## src/rtl/uart_reg_ctrl_pkg.sv

```systemverilog
// Shared types and constants for the 16550-style UART register controller.
// Register offsets, IIR codes, CSR structs and the response FSM state type.
package uart_reg_ctrl_pkg;

  localparam logic [2:0] UART_RBR = 3'd0;
  localparam logic [2:0] UART_THR = 3'd0;
  localparam logic [2:0] UART_DLL = 3'd0;
  localparam logic [2:0] UART_IER = 3'd1;
  localparam logic [2:0] UART_DLM = 3'd1;
  localparam logic [2:0] UART_IIR = 3'd2;
  localparam logic [2:0] UART_FCR = 3'd2;
  localparam logic [2:0] UART_LCR = 3'd3;
  localparam logic [2:0] UART_MCR = 3'd4;
  localparam logic [2:0] UART_LSR = 3'd5;
  localparam logic [2:0] UART_MSR = 3'd6;
  localparam logic [2:0] UART_SCR = 3'd7;

  localparam logic [3:0] IIR_LSI  = 4'h6;
  localparam logic [3:0] IIR_RDA  = 4'h4;
  localparam logic [3:0] IIR_THRE = 4'h2;
  localparam logic [3:0] IIR_NONE = 4'h1;

  typedef enum logic {IDLE, RESP} rsp_state_e;

  typedef struct packed {
    logic       lsi;
    logic       threi;
    logic       rdai;
  } ier_t;

  typedef struct packed {
    logic [1:0] rx_trigger;
    logic [1:0] rsvd;
    logic       dma_mode;
    logic       tx_rst;
    logic       rx_rst;
    logic       ena;
  } fcr_t;

  typedef struct packed {
    logic       dlab;
    logic       brk;
    logic       stick;
    logic       eps;
    logic       pen;
    logic       stb;
    logic [1:0] wls;
  } lcr_t;

  typedef struct packed {
    logic       rx_fifo_error;
    logic       temt;
    logic       thre;
    logic       bi;
    logic       fe;
    logic       pe;
    logic       oe;
    logic       dr;
  } lsr_t;

  typedef struct packed {
    fcr_t       fcr;
    lcr_t       lcr;
    lsr_t       lsr;
    logic [7:0] scr;
  } csr_t;

  typedef struct packed {
    logic [7:0] dlm;
    logic [7:0] dll;
  } div_t;

  // Self-clearing reset bits and reserved bits never stick in the stored FCR.
  function automatic fcr_t fcr_store(input logic [7:0] w);
    fcr_t f;
    f            = '0;
    f.ena        = w[0];
    f.dma_mode   = w[3];
    f.rx_trigger = w[7:6];
    return f;
  endfunction

endpackage

```

## src/rtl/uart_reg_ctrl_lsr_track.sv

```systemverilog
// Line-status tracking: sticky error bits, THRE-pending flag, IIR priority
// encoding and the registered interrupt request.
module uart_lsr_track
  import uart_reg_ctrl_pkg::*;
(
  input  logic       clk,
  input  logic       rst,
  input  logic       rx_pe_i,
  input  logic       rx_fe_i,
  input  logic       rx_bi_i,
  input  logic       rx_oe_i,
  input  logic       rx_fifo_err_i,
  input  logic       rx_empty_i,
  input  logic       tx_empty_i,
  input  logic       tx_shift_idle_i,
  input  logic       fcr_ena_i,
  input  ier_t       ier_i,
  input  logic       lsr_clr_i,
  input  logic       thre_set_i,
  input  logic       thre_clr_i,
  output lsr_t       lsr_o,
  output logic [7:0] iir_o,
  output logic       irq_o
);

  logic       oe_q, pe_q, fe_q, bi_q;
  logic       thre_pend_q;
  logic       tx_empty_q;
  logic       irq_q;
  logic [3:0] code;

  // Events arriving this cycle are visible immediately so a concurrent LSR read reports them.
  always_comb begin
    lsr_o               = '0;
    lsr_o.dr            = ~rx_empty_i;
    lsr_o.oe            = oe_q | rx_oe_i;
    lsr_o.pe            = pe_q | rx_pe_i;
    lsr_o.fe            = fe_q | rx_fe_i;
    lsr_o.bi            = bi_q | rx_bi_i;
    lsr_o.thre          = tx_empty_i;
    lsr_o.temt          = tx_empty_i & tx_shift_idle_i;
    lsr_o.rx_fifo_error = rx_fifo_err_i & fcr_ena_i;
  end

  always_comb begin
    code = IIR_NONE;
    if (ier_i.lsi && (lsr_o.oe || lsr_o.pe || lsr_o.fe || lsr_o.bi)) code = IIR_LSI;
    else if (ier_i.rdai && lsr_o.dr)                                 code = IIR_RDA;
    else if (ier_i.threi && thre_pend_q)                             code = IIR_THRE;
    iir_o = {{2{fcr_ena_i}}, 2'b00, code};
  end

  // A new event in the clearing cycle wins over the clear.
  always_ff @(posedge clk or posedge rst) begin
    if (rst) begin
      oe_q        <= 1'b0;
      pe_q        <= 1'b0;
      fe_q        <= 1'b0;
      bi_q        <= 1'b0;
      thre_pend_q <= 1'b0;
      tx_empty_q  <= 1'b0;
      irq_q       <= 1'b0;
    end else begin
      oe_q        <= (oe_q & ~lsr_clr_i) | rx_oe_i;
      pe_q        <= (pe_q & ~lsr_clr_i) | rx_pe_i;
      fe_q        <= (fe_q & ~lsr_clr_i) | rx_fe_i;
      bi_q        <= (bi_q & ~lsr_clr_i) | rx_bi_i;
      thre_pend_q <= (thre_pend_q & ~thre_clr_i) | (tx_empty_i & ~tx_empty_q) | thre_set_i;
      tx_empty_q  <= tx_empty_i;
      irq_q       <= ~iir_o[0];
    end
  end

  assign irq_o = irq_q;

endmodule

```

## src/rtl/uart_reg_ctrl.sv

```systemverilog
// 16550-style UART register controller: host register decode, CSR state and
// FIFO/baud sequencing pulses. Define UART_SCR_EN to implement the SCR register.
module uart_reg_ctrl
  import uart_reg_ctrl_pkg::*;
#(
  parameter logic [15:0] DIV_RST = 16'h0001
) (
  input  logic       clk,
  input  logic       rst,
  input  logic       req_valid_i,
  input  logic       req_write_i,
  input  logic [2:0] req_addr_i,
  input  logic [7:0] req_wdata_i,
  output logic       req_ready_o,
  output logic       rsp_valid_o,
  output logic [7:0] rsp_rdata_o,
  input  logic [7:0] rx_data_i,
  input  logic       rx_empty_i,
  output logic       rx_pop_o,
  output logic [7:0] tx_data_o,
  output logic       tx_push_o,
  input  logic       tx_full_i,
  input  logic       tx_empty_i,
  input  logic       tx_shift_idle_i,
  input  logic       rx_pe_i,
  input  logic       rx_fe_i,
  input  logic       rx_bi_i,
  input  logic       rx_oe_i,
  input  logic       rx_fifo_err_i,
  output logic       fifo_rx_rst_o,
  output logic       fifo_tx_rst_o,
  output logic       div_load_o,
  output csr_t       csr_o,
  output div_t       div_o,
  output logic       irq_o
);

  rsp_state_e state_q, state_d;
  fcr_t       fcr_q;
  lcr_t       lcr_q;
  ier_t       ier_q;
  div_t       div_q;
  logic [7:0] rdata_q, tx_data_q, rd_data, iir, scr_val;
  logic       rx_pop_q, tx_push_q, frx_q, ftx_q, div_load_q, lsr_clr_q, thre_clr_q;
  logic       accept, dlab, thre_set;
  lsr_t       lsr;
  fcr_t       fcr_new;

  always_ff @(posedge clk or posedge rst) begin
    if (rst) state_q <= IDLE;
    else     state_q <= state_d;
  end

  always_comb begin
    state_d     = state_q;
    req_ready_o = 1'b0;
    rsp_valid_o = 1'b0;
    accept      = 1'b0;
    case (state_q)
      IDLE: begin
        req_ready_o = 1'b1;
        accept      = req_valid_i;
        if (req_valid_i) state_d = RESP;
      end
      RESP: begin
        rsp_valid_o = 1'b1;
        state_d     = IDLE;
      end
      default: state_d = IDLE;
    endcase
  end

  assign dlab     = lcr_q.dlab;
  assign fcr_new  = fcr_store(req_wdata_i);
  assign thre_set = accept & req_write_i & ~dlab & (req_addr_i == UART_IER) &
                    ~ier_q.threi & req_wdata_i[1] & tx_empty_i;

  always_comb begin
    rd_data = '0;
    case (req_addr_i)
      UART_RBR: rd_data = dlab ? div_q.dll : (rx_empty_i ? 8'h00 : rx_data_i);
      UART_IER: rd_data = dlab ? div_q.dlm : {5'b0, ier_q};
      UART_IIR: rd_data = iir;
      UART_LCR: rd_data = lcr_q;
      UART_LSR: rd_data = lsr;
      UART_SCR: rd_data = scr_val;
      default:  rd_data = '0;
    endcase
  end

  // Accepted requests update state at the end of the accept cycle; pulses follow one cycle later.
  always_ff @(posedge clk or posedge rst) begin
    if (rst) begin
      fcr_q      <= '0;
      lcr_q      <= '0;
      ier_q      <= '0;
      div_q      <= DIV_RST;
      rdata_q    <= '0;
      tx_data_q  <= '0;
      rx_pop_q   <= 1'b0;
      tx_push_q  <= 1'b0;
      frx_q      <= 1'b0;
      ftx_q      <= 1'b0;
      div_load_q <= 1'b0;
      lsr_clr_q  <= 1'b0;
      thre_clr_q <= 1'b0;
    end else begin
      rdata_q    <= '0;
      rx_pop_q   <= 1'b0;
      tx_push_q  <= 1'b0;
      frx_q      <= 1'b0;
      ftx_q      <= 1'b0;
      div_load_q <= 1'b0;
      lsr_clr_q  <= 1'b0;
      thre_clr_q <= 1'b0;
      if (accept && req_write_i) begin
        case (req_addr_i)
          UART_THR: begin
            if (dlab) begin
              div_q.dll  <= req_wdata_i;
              div_load_q <= 1'b1;
            end else begin
              tx_data_q  <= req_wdata_i;
              tx_push_q  <= ~tx_full_i;
              thre_clr_q <= 1'b1;
            end
          end
          UART_IER: begin
            if (dlab) begin
              div_q.dlm  <= req_wdata_i;
              div_load_q <= 1'b1;
            end else begin
              ier_q <= req_wdata_i[2:0];
            end
          end
          UART_FCR: begin
            fcr_q <= fcr_new;
            frx_q <= req_wdata_i[1] | (fcr_new.ena != fcr_q.ena);
            ftx_q <= req_wdata_i[2] | (fcr_new.ena != fcr_q.ena);
          end
          UART_LCR: lcr_q <= req_wdata_i;
          default: ;
        endcase
      end else if (accept) begin
        rdata_q    <= rd_data;
        rx_pop_q   <= (req_addr_i == UART_RBR) & ~dlab & ~rx_empty_i;
        lsr_clr_q  <= (req_addr_i == UART_LSR);
        thre_clr_q <= (req_addr_i == UART_IIR) & (iir[3:0] == IIR_THRE);
      end
    end
  end

`ifdef UART_SCR_EN
  logic [7:0] scr_q;

  always_ff @(posedge clk or posedge rst) begin
    if (rst)                                                     scr_q <= '0;
    else if (accept && req_write_i && req_addr_i == UART_SCR)    scr_q <= req_wdata_i;
  end

  assign scr_val = scr_q;
`else
  assign scr_val = '0;
`endif

  uart_lsr_track u_lsr (
    .clk             (clk),
    .rst             (rst),
    .rx_pe_i         (rx_pe_i),
    .rx_fe_i         (rx_fe_i),
    .rx_bi_i         (rx_bi_i),
    .rx_oe_i         (rx_oe_i),
    .rx_fifo_err_i   (rx_fifo_err_i),
    .rx_empty_i      (rx_empty_i),
    .tx_empty_i      (tx_empty_i),
    .tx_shift_idle_i (tx_shift_idle_i),
    .fcr_ena_i       (fcr_q.ena),
    .ier_i           (ier_q),
    .lsr_clr_i       (lsr_clr_q),
    .thre_set_i      (thre_set),
    .thre_clr_i      (thre_clr_q),
    .lsr_o           (lsr),
    .iir_o           (iir),
    .irq_o           (irq_o)
  );

  assign rsp_rdata_o   = rdata_q;
  assign rx_pop_o      = rx_pop_q;
  assign tx_push_o     = tx_push_q;
  assign tx_data_o     = tx_data_q;
  assign fifo_rx_rst_o = frx_q;
  assign fifo_tx_rst_o = ftx_q;
  assign div_load_o    = div_load_q;
  assign div_o         = div_q;
  assign csr_o.fcr     = fcr_q;
  assign csr_o.lcr     = lcr_q;
  assign csr_o.lsr     = lsr;
  assign csr_o.scr     = scr_val;

endmodule
```

## config.mk

```make
export PLATFORM = sky130hd
export DESIGN_NAME = uart_reg_ctrl
export DESIGN_NICKNAME = d
export VERILOG_FILES = /design/src/rtl/uart_reg_ctrl_pkg.sv /design/src/rtl/uart_reg_ctrl_lsr_track.sv /design/src/rtl/uart_reg_ctrl.sv
export SDC_FILE = /design/constraint.sdc
export NUM_CORES = 1
export LEC_CHECK = 0
export ABC_AREA = 0
export BUFFER_PORTS_ARGS = -buffer_cell sky130_fd_sc_hd__buf_2
export CORE_MARGIN = 1
export CORE_UTILIZATION = 51
export CTS_BUF_LIST = sky130_fd_sc_hd__clkbuf_4 sky130_fd_sc_hd__clkbuf_8
export DETAILED_ROUTE_END_ITERATION = 16
export PLACE_DENSITY = 0.82
export SYNTH_ARGS = -nofsm -noshare
export SYNTH_HDL_FRONTEND = slang
export SYNTH_SLANG_ARGS = --single-unit
```

## constraint.sdc

```tcl
create_clock -name clk -period 2.2 [get_ports clk]
set_input_delay 0.22 -clock clk [delete_from_list [all_inputs] [get_ports clk]]
set_output_delay 0.22 -clock clk [all_outputs]
set_load 0.05 [all_outputs]
```

Word-level counts from Yosys, hierarchy flattened
Index checks and enable logic that the tools add are counted.
{"block": "totals", "in_bits": 32, "regBits": 62, "out_inout_bits": 72, "elab_cells": 123}
{"block": "op_classes", "reduce_logical": 15, "n_mux": 32, "n_bitwise": 38, "n_eq_ne": 6}
{"operator": "$mux 8", "n": 5}
{"operator": "$pmux 8 s5", "n": 1}
{"operator": "$mux 1", "n": 22}
{"operator": "$and 1x1->1", "n": 17}
{"operator": "$or 1x1->1", "n": 12}
{"operator": "$reduce_and 3->1", "n": 4}
{"operator": "$not 1->1", "n": 9}
{"operator": "$mux 4", "n": 2}
{"operator": "$eq 3x2->1 const B", "n": 2}
{"operator": "$eq 4x2->1 const B", "n": 1}
{"operator": "$logic_and 1x1->1", "n": 4}
{"operator": "$reduce_and 2->1", "n": 2}
{"operator": "$eq 3x1->1 const B", "n": 1}
{"operator": "$eq 3x3->1 const B", "n": 1}
{"operator": "$logic_not 3->1", "n": 1}
{"operator": "$logic_or 1x1->1", "n": 3}
{"operator": "$mux 2", "n": 1}
{"operator": "$pmux 1 s2", "n": 1}
{"operator": "$reduce_or 2->1", "n": 1}
{"operator": "$ne 1x1->1", "n": 1}

Longest topological paths before layout
{"block": "logic_depth", "depth_word": 10, "ltp_mapped": 6, "mapped_depth_nobuf": 5}

Hierarchy
Synthesis repeated with hierarchy kept, for this count alone.
{"block": "unflattened", "cells_unflattened": 252, "hier_area_um2": 3076.7}
{"module": "uart_reg_ctrl", "area_per_inst_um2": 2691.3, "instances": 1, "seq_area_each_um2": 1377.6, "cells_each": 213}
{"module": "uart_lsr_track", "area_per_inst_um2": 385.4, "instances": 1, "seq_area_each_um2": 175.2, "cells_each": 39}

Worst setup path after synthesis
Ideal clock, no wire load.
{"block": "synth_timing", "path_kind": "register -> register", "start": "register state_q", "end": "register ier_q[0] in the netlist's numbering", "path_buffers": 0, "stages_incl_launch_ff": 4, "required_time_ps": 2075, "setup_slack_ps": 391, "setup_ps": 125, "synth_period_minus_slack_ps": 1809, "arrival_ps": 1684, "cell_sequence": "dfrtp_1 > nand3b_4 > or4_1 > mux2_2"}
{"block": "synth_via", "elab_chain_cells": 3}
{"element": "start, declared", "line_no": "uart_reg_ctrl.sv:38", "source": "rsp_state_e state_q, state_d;"}
{"element": "start signal, assigned", "line_no": "uart_reg_ctrl.sv:51", "source": "else state_q <= state_d;"}
{"element": "$mux 1", "line_no": "uart_reg_ctrl.sv:59", "source": "case (state_q)"}
{"element": "$logic_and 1x1->1", "line_no": "uart_reg_ctrl.sv:116", "source": "if (accept && req_write_i) begin"}
{"element": "$reduce_and 3->1 (no source line)"}
{"element": "end signal, assigned", "line_no": "uart_reg_ctrl.sv:133", "source": "ier_q <= req_wdata_i[2:0];"}
{"element": "end, declared", "line_no": "uart_reg_ctrl.sv:41", "source": "ier_t ier_q;"}
Every way passes these cells.
A chain may end at the register's enable or synchronous reset.

Final worst setup path
{"block": "layout_timing", "start": "register lcr_q, in the netlist dlab", "end": "register div_q, in the netlist div_o[3]"}
{"block": "layout_via", "elab_chain_cells": 1}
{"element": "start, declared", "line_no": "uart_reg_ctrl.sv:40", "source": "lcr_t lcr_q;"}
{"element": "start signal, assigned", "line_no": "uart_reg_ctrl.sv:141", "source": "UART_LCR: lcr_q <= req_wdata_i;"}
{"element": "$reduce_and 3->1 (no source line)"}
{"element": "end, declared", "line_no": "uart_reg_ctrl.sv:42", "source": "div_t div_q;"}
Every way passes these cells.

==> metrics <==
status=complete, no violations; top post-synthesis cells by area=dfrtp_1, mux2_2, buf_4; fillers=454; clk root buf=clkbuf_8; number of synthesized flops with an enable pin=0; dpl hpwl=5040 µm; Setup violations, final=0; worst-margin pin slew=0.560 ns; HP Class=primary input to register; #FFs+latches synth=62; switching power=0.00133 W; DR DRC count=0; commonest cells in the netlist=dfrtp_1, mux2_2, buf_4; area share of fa/ha/maj cells after synthesis=0; clk slew on worst S/H paths=0.07 ns; initial antenna violation count=0; Site Rows=27; Sw Share=0.394; antenna-violating nets left=0; yosys warns=0; maximum clock path buffer count=2; sequential power share=0.414; crit path max fanout=8; Die Footprint=6020 µm²; Hold Crit Depth=2; CTS resizes=0; post-synthesis mux area share=0.172; via count=2,194; 1st-iter DRT viols=140; Via density=5.33; CTS tree=yes; Antenna Cells=0; number of buffers added for setup after CTS=0; drt wl/cell=16.4 µm; fin. max-slew vios=0; Met1 Routed Length=3010 µm; post-route cell area=3570 µm²; PortBufs=91; # H-tree levels=3; top-area cell type share of the netlist area=0.524; async set-reset flop share out of synthesis=1.00; Min Clock Period, post-route=1.76 ns; hold slack=0.0231 ns; synthesized area per cell=12.1 µm²; top sig layer=met4; DR WL met3=406 µm; xor/xnor cell area share of the yosys netlist=0.00301; r2r worst-path depth=3; drt total wl=6770 µm; cts bufs inserted=9; GRT Overall Usage=0.243; max cap viols=0; Simple-Gate Fraction of Synth Area=0.127; share of layout cells above drive strength 1=0.482; GP Congestion=0.891; clock sinks=62; Seq/Total Area, Yosys=0.533; pre-CTS setup slack=0.321 ns; final hold vios=0; logic gate share of total power=0.327; max frequency=0.568 GHz; fin nets=367; setup TNS=0 ns; Chip Width=77.6 µm; floorplan core area=5510 µm²; largest family of logic cells by synthesized area=multiplexers; count leader, synth=dfrtp_1; Worst Slack Setup Final=0.441 ns; Skew-Pair Late Insertion Delay=0.34 ns; RSZ-0062 raised after global routing=false; Mapped Cells=240; Max IR drop VDD=686 µV; largest net degree at the start of global routing=38; CP Capture Type=register; chip height=77.6 µm; Critical Path Source Type=register; post-synth cell types=51; vias in the first global route=2,192; total power draw=0.00338 W; remaining global-route overflow=0; post-synthesis compound-gate area fraction=0.0966; CP arrival=1.98 ns; IO Count=104; WS Path Type=register to register; Top FF cell, synth=dfrtp_1; placed cell area=3380 µm²; Slew headroom=0.626; worst path required time=2.42 ns; Initial Util=0.529; Clock Skew=0.0107 ns; met2 routed WL=3180 µm; LEAKAGE=1.79 nW; First-pass DRT Iterations=4; P&R area growth vs syn=22.5%; total power per unit cell area=948 nW/µm²; top cell type by total area after synthesis=dfrtp_1; first-pass GRT wire length=10,900 µm; internal power=0.00205 W; Final Cycle Share=0.800; Clk pwr share=0.259; Mapped Area=2910 µm²
-- worst max-delay path: stages (launching register included) --
cell,delay (ns)
dfrtp_1,0.34
or3b_1,0.49
nor3_4,0.42
mux2_2,0.39
-- power groups by stage --
| stage | Clock, W | Sequential (W) | Combinational [W] |
|---|---|---|---|
| global placement | 0 | 0.00142 | 0.00109 |
| global route | 0.000943 | 0.00142 | 0.00116 |
| CTS | 0.000904 | 0.00140 | 0.00111 |
| detailed placement | 0 | 0.00142 | 0.00110 |
| finish | 0.000877 | 0.00140 | 0.00110 |
| floorplan | 0 | 0.00186 | 0.000416 |
-- final cells by class --
class / count / area, µm² / area share
tap: 72 / 90.1 / 0.0252
inverter: 8 / 30.0 / 0.00841
clock buffer: 12 / 153 / 0.0428
sequential: 62 / 1550 / 0.435
timing repair buffer: 97 / 515 / 0.144
clock inverter: 4 / 22.5 / 0.00631
multi-input combinational: 157 / 1210 / 0.338
-- final timing paths --
| kind | startpoint | to | slack (ns) |
|---|---|---|---|
| max | dlab | div_o[3] | 0.44 |
| max reg2reg | dlab | div_o[3] | 0.44 |
| min in group asynchronous | rst | rsp_rdata_o[3] | 0.48 |
| min | tx_full_i | tx_push_o | 0.02 |
| max in group asynchronous | rst | div_o[0] | 1.06 |
| min reg2reg | u_lsr.fe_q | u_lsr.fe_q | 0.47 |
-- per-stage QoR --
step | cells | utilization
global placement | 395 | 0.615
finish | 412 | 0.648
floorplan | 251 | -
detailed placement | 395 | 0.615
CTS | 412 | 0.648
global route | 412 | 0.648
-- cells in the final DEF, fill, tap and decap left out, types with 2 or more instances in the layout --
cell type / synthesis / final
buf_4: 15 / 4
nand2_1: 12 / 12
a21o_1: 5 / 5
clkinv_2: 0 / 3
nor2_1: 9 / 9
a22oi_1: 2 / 2
buf_2: 4 / 91
or2_2: 4 / 4
inv_1: 8 / 7
nor2b_1: 6 / 6
mux2i_1: 5 / 5
dfrtp_1: 61 / 61
o21a_1: 2 / 2
mux2_2: 40 / 40
clkbuf_4: 0 / 2
a21oi_1: 6 / 6
a31oi_1: 7 / 7
and2_1: 2 / 2
nand2b_1: 4 / 4
clkbuf_8: 0 / 10
conb_1: 1 / 12
o21ai_0: 8 / 8
nand3b_1: 4 / 4
o2bb2ai_1: 3 / 3
-- logic make-up (layout without fill, tap and decap cells) --
group | count (synthesis) | count (layout)
flops | 62 | 62
simple gates | 58 | 58
mux | 45 | 45
compound gates | 41 | 41
buf+inv | 32 | 121
other cells | 1 | 12
xor+xnor | 1 | 1
-- per-layer routing --
metal  vias up  track usage
met4         0        0.142
met2        85        0.365
met5         -            0
li1       1023            -
met1      1069        0.322
met3        17       0.0576
-- sequential cells by signal, indices dropped and copies added (netlist names), 3 cells and up --
register,cells
csr_o,11
div_o,16
ier_q,3
rsp_rdata_o,8
tx_data_o,8
-- repair_timing --
item                                   CTS  global route
endpoints found under the hold margin   25             0
hold buffers                             1             0
setup endpoints to repair                0             0
Power figures use the tool's default switching activity.
